## src/rtl/histogram_seq_ctrl.sv

```systemverilog
// Sequencing controller for the histogram kernel: clears the bin RAM, then streams
// pixels through a 3-stage read-modify-write pipeline with same-bin forwarding.
module histogram_seq_ctrl #(
  parameter int IMG_ADDR_W = 12,
  parameter int BIN_ADDR_W = 8,
  parameter int CNT_W      = 32
) (
  input  logic                  clk,
  input  logic                  rst,
  input  logic                  start,
  input  logic [IMG_ADDR_W:0]   num_pixels,
  output logic                  busy,
  output logic                  valid,
  output logic [IMG_ADDR_W-1:0] arg_0_raddr_0,
  input  logic [BIN_ADDR_W-1:0] arg_0_rdata_0,
  output logic [BIN_ADDR_W-1:0] arg_1_raddr_0,
  input  logic [CNT_W-1:0]      arg_1_rdata_0,
  output logic [BIN_ADDR_W-1:0] arg_1_waddr_0,
  output logic [CNT_W-1:0]      arg_1_wdata_0,
  output logic                  arg_1_wen_0,
  input  logic [BIN_ADDR_W-1:0] host_raddr,
  output logic [CNT_W-1:0]      host_rdata
);

  typedef enum logic [2:0] {IDLE, CLEAR, RUN, DRAIN, DONE} state_t;

  localparam logic [IMG_ADDR_W:0] MAX_PIX = {1'b1, {IMG_ADDR_W{1'b0}}};

  state_t                state_reg;
  logic [IMG_ADDR_W:0]   n_reg;
  logic [IMG_ADDR_W:0]   pix_cnt_reg;
  logic [BIN_ADDR_W-1:0] clr_cnt_reg;
  logic                  drain_cnt_reg;
  logic                  s1_vld_reg;
  logic                  s2_vld_reg;
  logic [BIN_ADDR_W-1:0] b2_reg;
  logic                  fwd_vld_reg;
  logic [BIN_ADDR_W-1:0] fwd_bin_reg;
  logic [CNT_W-1:0]      fwd_data_reg;
  logic                  busy_reg;
  logic                  valid_reg;

  logic [IMG_ADDR_W:0]   n_sat;
  logic [CNT_W-1:0]      operand;
  logic [CNT_W-1:0]      s2_wdata;

  assign n_sat    = (num_pixels > MAX_PIX) ? MAX_PIX : num_pixels;
  // Distance-1 hazard: the previous pixel's write is not yet visible in the RAM read.
  assign operand  = (fwd_vld_reg && (fwd_bin_reg == b2_reg)) ? fwd_data_reg : arg_1_rdata_0;
  assign s2_wdata = operand + CNT_W'(1);

  assign busy       = busy_reg;
  assign valid      = valid_reg;
  assign host_rdata = arg_1_rdata_0;

  always_comb begin
    arg_0_raddr_0 = '0;
    arg_1_raddr_0 = '0;
    arg_1_waddr_0 = '0;
    arg_1_wdata_0 = '0;
    arg_1_wen_0   = 1'b0;
    if (state_reg == RUN)
      arg_0_raddr_0 = pix_cnt_reg[IMG_ADDR_W-1:0];
    if (s1_vld_reg)
      arg_1_raddr_0 = arg_0_rdata_0;
    else if (state_reg == DONE)
      arg_1_raddr_0 = host_raddr;
    if (state_reg == CLEAR) begin
      arg_1_waddr_0 = clr_cnt_reg;
      arg_1_wen_0   = 1'b1;
    end else if (s2_vld_reg) begin
      arg_1_waddr_0 = b2_reg;
      arg_1_wdata_0 = s2_wdata;
      arg_1_wen_0   = 1'b1;
    end
  end

  always_ff @(posedge clk) begin
    if (rst) begin
      state_reg     <= IDLE;
      n_reg         <= '0;
      pix_cnt_reg   <= '0;
      clr_cnt_reg   <= '0;
      drain_cnt_reg <= 1'b0;
      s1_vld_reg    <= 1'b0;
      s2_vld_reg    <= 1'b0;
      b2_reg        <= '0;
      fwd_vld_reg   <= 1'b0;
      fwd_bin_reg   <= '0;
      fwd_data_reg  <= '0;
      busy_reg      <= 1'b0;
      valid_reg     <= 1'b0;
    end else begin
      s1_vld_reg   <= (state_reg == RUN);
      s2_vld_reg   <= s1_vld_reg;
      b2_reg       <= arg_0_rdata_0;
      fwd_vld_reg  <= s2_vld_reg;
      fwd_bin_reg  <= b2_reg;
      fwd_data_reg <= s2_wdata;
      case (state_reg)
        IDLE, DONE: begin
          if (start) begin
            state_reg   <= CLEAR;
            n_reg       <= n_sat;
            clr_cnt_reg <= '0;
            busy_reg    <= 1'b1;
            valid_reg   <= 1'b0;
          end
        end
        CLEAR: begin
          clr_cnt_reg <= clr_cnt_reg + 1'b1;
          if (clr_cnt_reg == {BIN_ADDR_W{1'b1}}) begin
            pix_cnt_reg <= '0;
            if (n_reg == '0) begin
              state_reg <= DONE;
              busy_reg  <= 1'b0;
              valid_reg <= 1'b1;
            end else begin
              state_reg <= RUN;
            end
          end
        end
        RUN: begin
          pix_cnt_reg <= pix_cnt_reg + 1'b1;
          if (pix_cnt_reg == n_reg - 1'b1) begin
            state_reg     <= DRAIN;
            drain_cnt_reg <= 1'b0;
          end
        end
        DRAIN: begin
          drain_cnt_reg <= 1'b1;
          if (drain_cnt_reg) begin
            state_reg <= DONE;
            busy_reg  <= 1'b0;
            valid_reg <= 1'b1;
          end
        end
        default: state_reg <= IDLE;
      endcase
    end
  end

endmodule

```

## config.mk

```make
export PLATFORM = sky130hd
export DESIGN_NAME = histogram_seq_ctrl
export DESIGN_NICKNAME = d
export VERILOG_FILES = /design/src/rtl/histogram_seq_ctrl.sv
export SDC_FILE = /design/constraint.sdc
export NUM_CORES = 1
export LEC_CHECK = 0
export BUFFER_PORTS_ARGS = -buffer_cell sky130_fd_sc_hd__clkbuf_2
export CAP_MARGIN = 5
export CORE_MARGIN = 2
export CORE_UTILIZATION = 53
export DETAILED_ROUTE_END_ITERATION = 7
export PLACE_DENSITY = 0.88
export SLEW_MARGIN = 40
export SYNTH_ARGS = -nofsm -noshare
export SYNTH_HDL_FRONTEND = slang
export SYNTH_SLANG_ARGS = --single-unit
```

## constraint.sdc

```tcl
create_clock -name clk -period 5.4 [get_ports clk]
set_input_delay 1.08 -clock clk [delete_from_list [all_inputs] [get_ports clk]]
set_output_delay 1.08 -clock clk [all_outputs]
set_load 0.05 [all_outputs]
```

# After elaboration in Yosys (flattened, before gate mapping)
# Cells that the tools add are included.
# totals
output_inout_bits	95
word_cells	77
ff_bits	91
# classes
mux	33
n_addsub	4
eq_ne	12
n_reduce_logical	14
magnitude_cmp	1
# op_table
cell	count
2-to-1 mux 32 bit	3
2-to-1 mux 8 bit	5
adder 32 x 1 -> 32 bit, second input constant	1
2-to-1 mux 13 bit	2
case mux 13 bit (2 select lines)	1
case mux 8 bit (2 select lines)	1
2-to-1 mux 3 bit	5
adder 13 x 1 -> 13 bit, second input constant	1
== test 13 bit	1
greater-than comparator 13 bit, second input constant	1
logical NOT 13 bit	1
subtractor 13 x 1 -> 13 bit, second input constant	1
2-to-1 mux 12 bit	1
case mux 3 bit (4 select lines)	1
2-to-1 mux 1 bit	11
adder 8 x 1 -> 8 bit, second input constant	1
== test 8 bit	1
== test 8 bit, second input constant	1
AND reduction 2 bit	4
== test 3 x 2 -> 1 bit, second input constant	2
inequality test 2 x 1 -> 1 bit, second input constant	3
case mux 1 bit (3 select lines)	2
nonzero test 2 bit	3
AND reduction 5 bit	1
9 further kinds	10

# Longest topological paths before layout
# Gate-level depths: netlist of run 1.
# logic_depth
word_depth	6
mapped_depth	15
mapped_depth_nobuf	12

# Least setup slack after synthesis of run 1
# OpenSTA, ideal clock, no wires.
# synth_timing
path_type	reg2out
startpoint	register b2_reg[7]
endpoint	output arg_1_wdata_0[26]
arrival_time_ns	4.151
setup_slack_ns	0.169
path_stages_with_launch	14
t_required_ns	4.320
path_buffers	1
cell_sequence	dfxtp_1 xnor2_1 nand3_1 nor3_1 clkbuf_1 nand2_1 nand2_1 ha_1 nand4_1 nor4_2 nand3_1 or2_2 xor2_1 a211oi_1
# synth_between
elab_chain_cells	6
# synth_lines
item	line_no	source
start, declared	36	logic [BIN_ADDR_W-1:0] b2_reg;
start signal, assigned	96	b2_reg <= arg_0_rdata_0;
== test 8 bit	49	assign operand = (fwd_vld_reg && (fwd_bin_reg == b2_reg)) ? fwd_data_reg : arg_1_rdata_0;
logical AND 1 bit	49	
2-to-1 mux 32 bit	49	
adder 32 x 1 -> 32 bit	50	assign s2_wdata = operand + CNT_W'(1);
2-to-1 mux 32 bit	71	end else if (s2_vld_reg) begin
2-to-1 mux 32 bit	68	if (state_reg == CLEAR) begin
end, declared	19	output logic [CNT_W-1:0] arg_1_wdata_0,
# No other way between the ends.

# Worst setup path in the final report of run 1
# Same ends and word-level chain as after synthesis.

==> results.cfg, run 1 <==
[critical_path]
setup.worst_path.end_class = output pin
crit_fanout = 7
endpoint = arg_1_wdata_0[26]
required_ns = 4.32
worstRegToRegCells = 12
r2r-end = fwd_data_reg[26]$_SDFF_PP0_
r2r-start = b2_reg[7]$_SDFF_PP0_
regToRegSetupSlack_ns = 2.18
start_kind = flip-flop
path_class = reg2out
arrival_ns = 3.85
crit_start = b2_reg[7]$_SDFF_PP0_

[clock_network]
postCtsHoldBufs = 0
cts-root-buf = clkbuf_8
clock_latency_ns = 0.38
post-cts-setup-buffers = 0
clockBufferDepth = 2
ctsResizeCount = 0
cts.reportedPaths.clkPinSlew_ns = 0.11
cts_num_sinks = 91
cts_tree = built
numCtsBuffers = 9
htree_levels = 3

[timing]
fin_crit_ns = 4.93
hold_violations = 0
rsz0062_at_grt = no
fmax_ghz = 0.203
setup-tns-final_ns = 0
worstMarginPinSlew_ns = 0.810
whs_ns = 0.466
slew_viol_final = 0
fin_crit_sh_pct = 91.4
setup_violations = 0
fin_worst_skew_ns = 0.0192
slew_headroom_pct = 45.5

[run_status]
outcome = finished clean

[power_and_ir_drop]
irDropWorstVdd_mv = 0.252
finalPower_uw = 1780
power_density_mw_per_mm2 = 269
leakagePower_uw = 0.00274

[synthesis]
syn-cell-area_mm2 = 0.00575
yosysUniqueCellTypes = 54
netlist.area_leader.share_pct = 31.7
yosysTopAreaCell = dfxtp_1
synth.area.top_cells = dfxtp_1 (32%), xnor2_1 (9.3%), nor2_1 (7.3%)
avgSynthCellArea_um2 = 7.60
synth_fp_nets = 826
syn_inst = 757
ys_seq_elements = 91
synth-main-ff-cell = dfxtp_1
yosysSeqAreaShare_pct = 31.7
synth-edff-count = 0
ys_warn_count = 0
async_reset_ff_share_pct = 0

[final_layout]
fin_nets = 935
diodes = 0
layout-drive-gt1-share_pct = 23.1
final_cell_mix = clkbuf_2 (157), nor2_1 (112), dfxtp_1 (91)
largest_register_ffs = 32
syn_to_final_growth_pct = 14.9
layout_commonest_cell = clkbuf_2

[routing]
wirelength_um = 15000
drt_first_pass_iters = 5
drt_iter0_drc = 427
ant_nets = 0
wl_per_cell_um = 14.8
drc_errors = 0
routed-via-count = 5733
viasPerCell = 5.67

[grt]
grt_pass1_wl_um = 24100
antenna_found_initial = 0
grt_pass1_vias = 5113
grt.overflow.total = 0
grt_max_degree = 64
grt_use_total_pct = 25.6

[job]
maxCapViolCount = 0

[floorplan]
dieArea_mm2 = 0.0117
coreArea_mm2 = 0.0107
row_count = 38
die_h_um = 108
die_w_um = 108
io_pins = 159
start_util_pct = 53.8

[placement]
place_hpwl_um = 11400
gp_congestion = 0.861
portBuffers = 158

[min_path]
worstHoldPathType = reg2reg
## worst min path at each step
stage               depth (start not counted)                          to  slack (ns)                        from
finish                                      2          valid$_SDFFE_PP0P_        0.47          valid$_SDFFE_PP0P_
detailed placement                          2          valid$_SDFFE_PP0P_        0.45          valid$_SDFFE_PP0P_
floorplan                                   2  drain_cnt_reg$_SDFFE_PP0P_        0.45  drain_cnt_reg$_SDFFE_PP0P_
global route                                2          valid$_SDFFE_PP0P_        0.48          valid$_SDFFE_PP0P_
CTS                                         2          valid$_SDFFE_PP0P_        0.47          valid$_SDFFE_PP0P_
global placement                            2          valid$_SDFFE_PP0P_        0.45          valid$_SDFFE_PP0P_
## worst max-delay path, cell delays in order, from the launching register on
cell and delay (ns):
dfxtp_1 0.35, xnor2_1 0.20, nand3_1 0.15, nor3_2 0.30
nand2_1 0.09, nand2_1 0.12, ha_1 0.33, nand4_1 0.20
nor4_2 0.48, nand3_1 0.21, or2_2 0.33, xor2_1 0.16
a211oi_1 0.24, clkbuf_2 0.32
## Yosys cell counts, drive strengths merged, types with 21 or more instances
cell    count
a21oi      25
buf        33
clkbuf     32
dfxtp      91
nand2      72
nand3      40
nand4      31
nor2      112
nor2b      25
nor3       21
o21ai      31
xnor2      61
## metal layers
metal / part of all wire [%] / vias up / track usage [%]
li1: - / 2833 / -
met1: 43 / 2636 / 32.0
met2: 48 / 241 / 44.5
met3: 6.9 / 23 / 5.42
met4: 1.8 / 0 / 7.42
met5: 0 / - / 0
## stage by stage
step | cell area, um2 | instances | utilization, % | worst slack, ns
2_1_floorplan | 5750 | 757 | - | 0.169
3_3_place_gp | 6400 | 995 | 59.8 | 0.760
3_5_place_dp | 6410 | 995 | 59.9 | 0.746
4_1_cts | 6600 | 1011 | 61.7 | 0.444
5_1_grt | 6610 | 1011 | 61.7 | 0.105
6_report | 6610 | 1011 | 61.7 | 0.467
## report_power, final
part           switching [uW]  leakage [uW]  internal [uW]
Combinational             367       0.00189            175
Clock                     269     0.0000962            190
Sequential               58.2      0.000748            717
Total                     694       0.00274           1080
## cell families after synthesis
kind of cell	count (synthesis)	synth area share, %
AND/OR/NAND/NOR	387	33.7
AO/OA/AOI/OAI	97	10.6
flip-flops	91	31.7
buffers and inverters	78	7.20
XOR/XNOR	77	11.7
multiplexers	22	3.96
adder cells (fa/ha/maj)	5	1.09
## cell type report
type	instances	area, um2
inverters	13	48.8
repair buffers	163	828
multi-input cells	588	3540
well taps	140	175
clock buffers	10	138
clock inverters	6	53.8
flip-flops and latches	91	1820
fillers	993	4090
(Power assumes the default switching activity.)
==> run 2, diff against run 1 <==
- REMOVE_ABC_BUFFERS: default -> 1
==> run 2 against run 1 <==
Net effect:
- via count is 0.56% lower
- clock power decreased by 6.8%
- total power decreased by 2.1%
- routed wire length decreased by 2.3%
- sequential share of layout area about the same
- clock-buffer cell count up 1
- core utilization increased by 0.070 points
- fmax down 1.1%
- global-route usage is 0.89 points lower
- sequential cell count did not move
- register-to-register slack got worse by 0.10 ns
- critical path type unchanged
==> results.cfg, run 2 (synthesis gave the netlist of run 1 again) <==
[routing]
wl_per_cell_um = 14.5
drt_first_pass_iters = 5
drc_errors = 0
wirelength_um = 14700
drt_iter0_drc = 504
ant_nets = 0
routed-via-count = 5701
viasPerCell = 5.63

[timing]
fin_worst_skew_ns = 0.0132
setup_violations = 0
fin_crit_ns = 4.99
fin_crit_sh_pct = 92.4
worstMarginPinSlew_ns = 0.797
hold_violations = 0
rsz0062_at_grt = no
slew_viol_final = 0
fmax_ghz = 0.201
timing.final.ws_setup_ns = 0.412
slew_headroom_pct = 46.5

[final_layout]
largest_register_ffs = 32
layout-drive-gt1-share_pct = 22.9
fin_area_mm2 = 0.00661
regArea_mm2 = 0.00182
syn_to_final_growth_pct = 15.0
stdcell_count = 1012
layout_commonest_cell = clkbuf_2
final_cell_mix = clkbuf_2 (157), nor2_1 (112), dfxtp_1 (91)
fillers = 951
diodes = 0
multiInputGateArea_mm2 = 0.00355
fin_nets = 936

[critical_path]
crit_start = b2_reg[2]$_SDFF_PP0_
start_kind = flip-flop
crit_fanout = 8
path_class = reg2out
arrival_ns = 3.91
r2r-start = b2_reg[2]$_SDFF_PP0_
setup.worst_path.end_class = output pin
required_ns = 4.32

[placement]
place_inst = 996
place_area_mm2 = 0.00641
place_ws_ns = 0.621
place_hpwl_um = 11100
portBuffers = 158
gp_congestion = 0.892

[clock_network]
numCtsBuffers = 9
cts.reportedPaths.clkPinSlew_ns = 0.09
htree_levels = 3
postCtsHoldBufs = 0
clock_latency_ns = 0.35
clockBufferDepth = 2
cts_tree = built
cts-root-buf = clkbuf_8
post-cts-setup-buffers = 0
cts_num_sinks = 91

[power_and_ir_drop]
irDropWorstVdd_mv = 0.227
finalPower_uw = 1740
leakagePower_uw = 0.00275
power_density_mw_per_mm2 = 263

[job]
maxCapViolCount = 0

[floorplan]
row_count = 38
die_h_um = 108
start_util_pct = 53.8
coreArea_mm2 = 0.0107
dieArea_mm2 = 0.0117
io_pins = 159
die_w_um = 108

[grt]
grt_pass1_wl_um = 23700
grt_use_total_pct = 24.7
antenna_found_initial = 0
grt_max_degree = 50
grt.overflow.total = 0
grt_pass1_vias = 5109

[run_status]
outcome = finished clean

[min_path]
worstHoldPathType = reg2reg
hp-start = valid$_SDFFE_PP0P_
[run 2: per-layer routing]
| metal | share of wire [%] | up-vias | track usage, % |
|---|---|---|---|
| met3 | 5.7 | 25 | 3.25 |
| met2 | 51 | 215 | 45.4 |
| met1 | 42 | 2624 | 30.9 |
| li1 | - | 2837 | - |
| met5 | 0 | - | 0 |
| met4 | 1.2 | 0 | 5.22 |
[run 2: power breakdown]
part           internal, uW  leakage [uW]  switching (uW)
clock                   181     0.0000778             247
combinational           175       0.00192             362
sequential              717      0.000748            56.4
[run 2: repair_timing]
| item | 4_1_cts | 5_1_grt |
|---|---|---|
| setup endpoints to repair | 0 | 1 |
| endpoints found under the hold margin | 0 | 0 |
| resized for setup | 0 | 2 |
[run 2: layout make-up]
| class | count | share of cell area (%) |
|---|---|---|
| timing repair buffer | 164 | 12.7 |
| multi-input combinational | 588 | 53.7 |
| clock inverter | 5 | 0.587 |
| clock buffer | 11 | 2.14 |
| sequential | 91 | 27.5 |
| tap | 140 | 2.65 |
| inverter | 13 | 0.738 |
[run 2: path summary, 6_finish.rpt]
path	end	slack (ns)	cells past startpoint
worst max-delay path	arg_1_wdata_0[26]	0.41	13
worst min-delay path	valid$_SDFFE_PP0P_	0.46	2
worst max register to register	fwd_data_reg[26]$_SDFF_PP0_	2.08	12
worst min register to register	valid$_SDFFE_PP0P_	0.46	2
[run 2: critical path, stage by stage (launching register included)]
cell	delay [ns]
dfxtp_1	0.35
xnor2_1	0.21
nand4_1	0.24
nor3_4	0.34
nand2_1	0.09
nand2_1	0.12
ha_1	0.31
nand4_1	0.23
nor4_4	0.41
nand3_1	0.20
or2_2	0.33
xor2_1	0.16
a211oi_1	0.24
clkbuf_2	0.32
[run 2: through the flow]
step	hold slack, ns	utilization (%)	TNS (ns)
floorplan	0.437	-	-0.0658
global placement	0.444	59.9	0
detailed placement	0.451	60.0	0
CTS	0.463	61.6	0
global route	0.501	61.8	0
finish	0.459	61.8	0
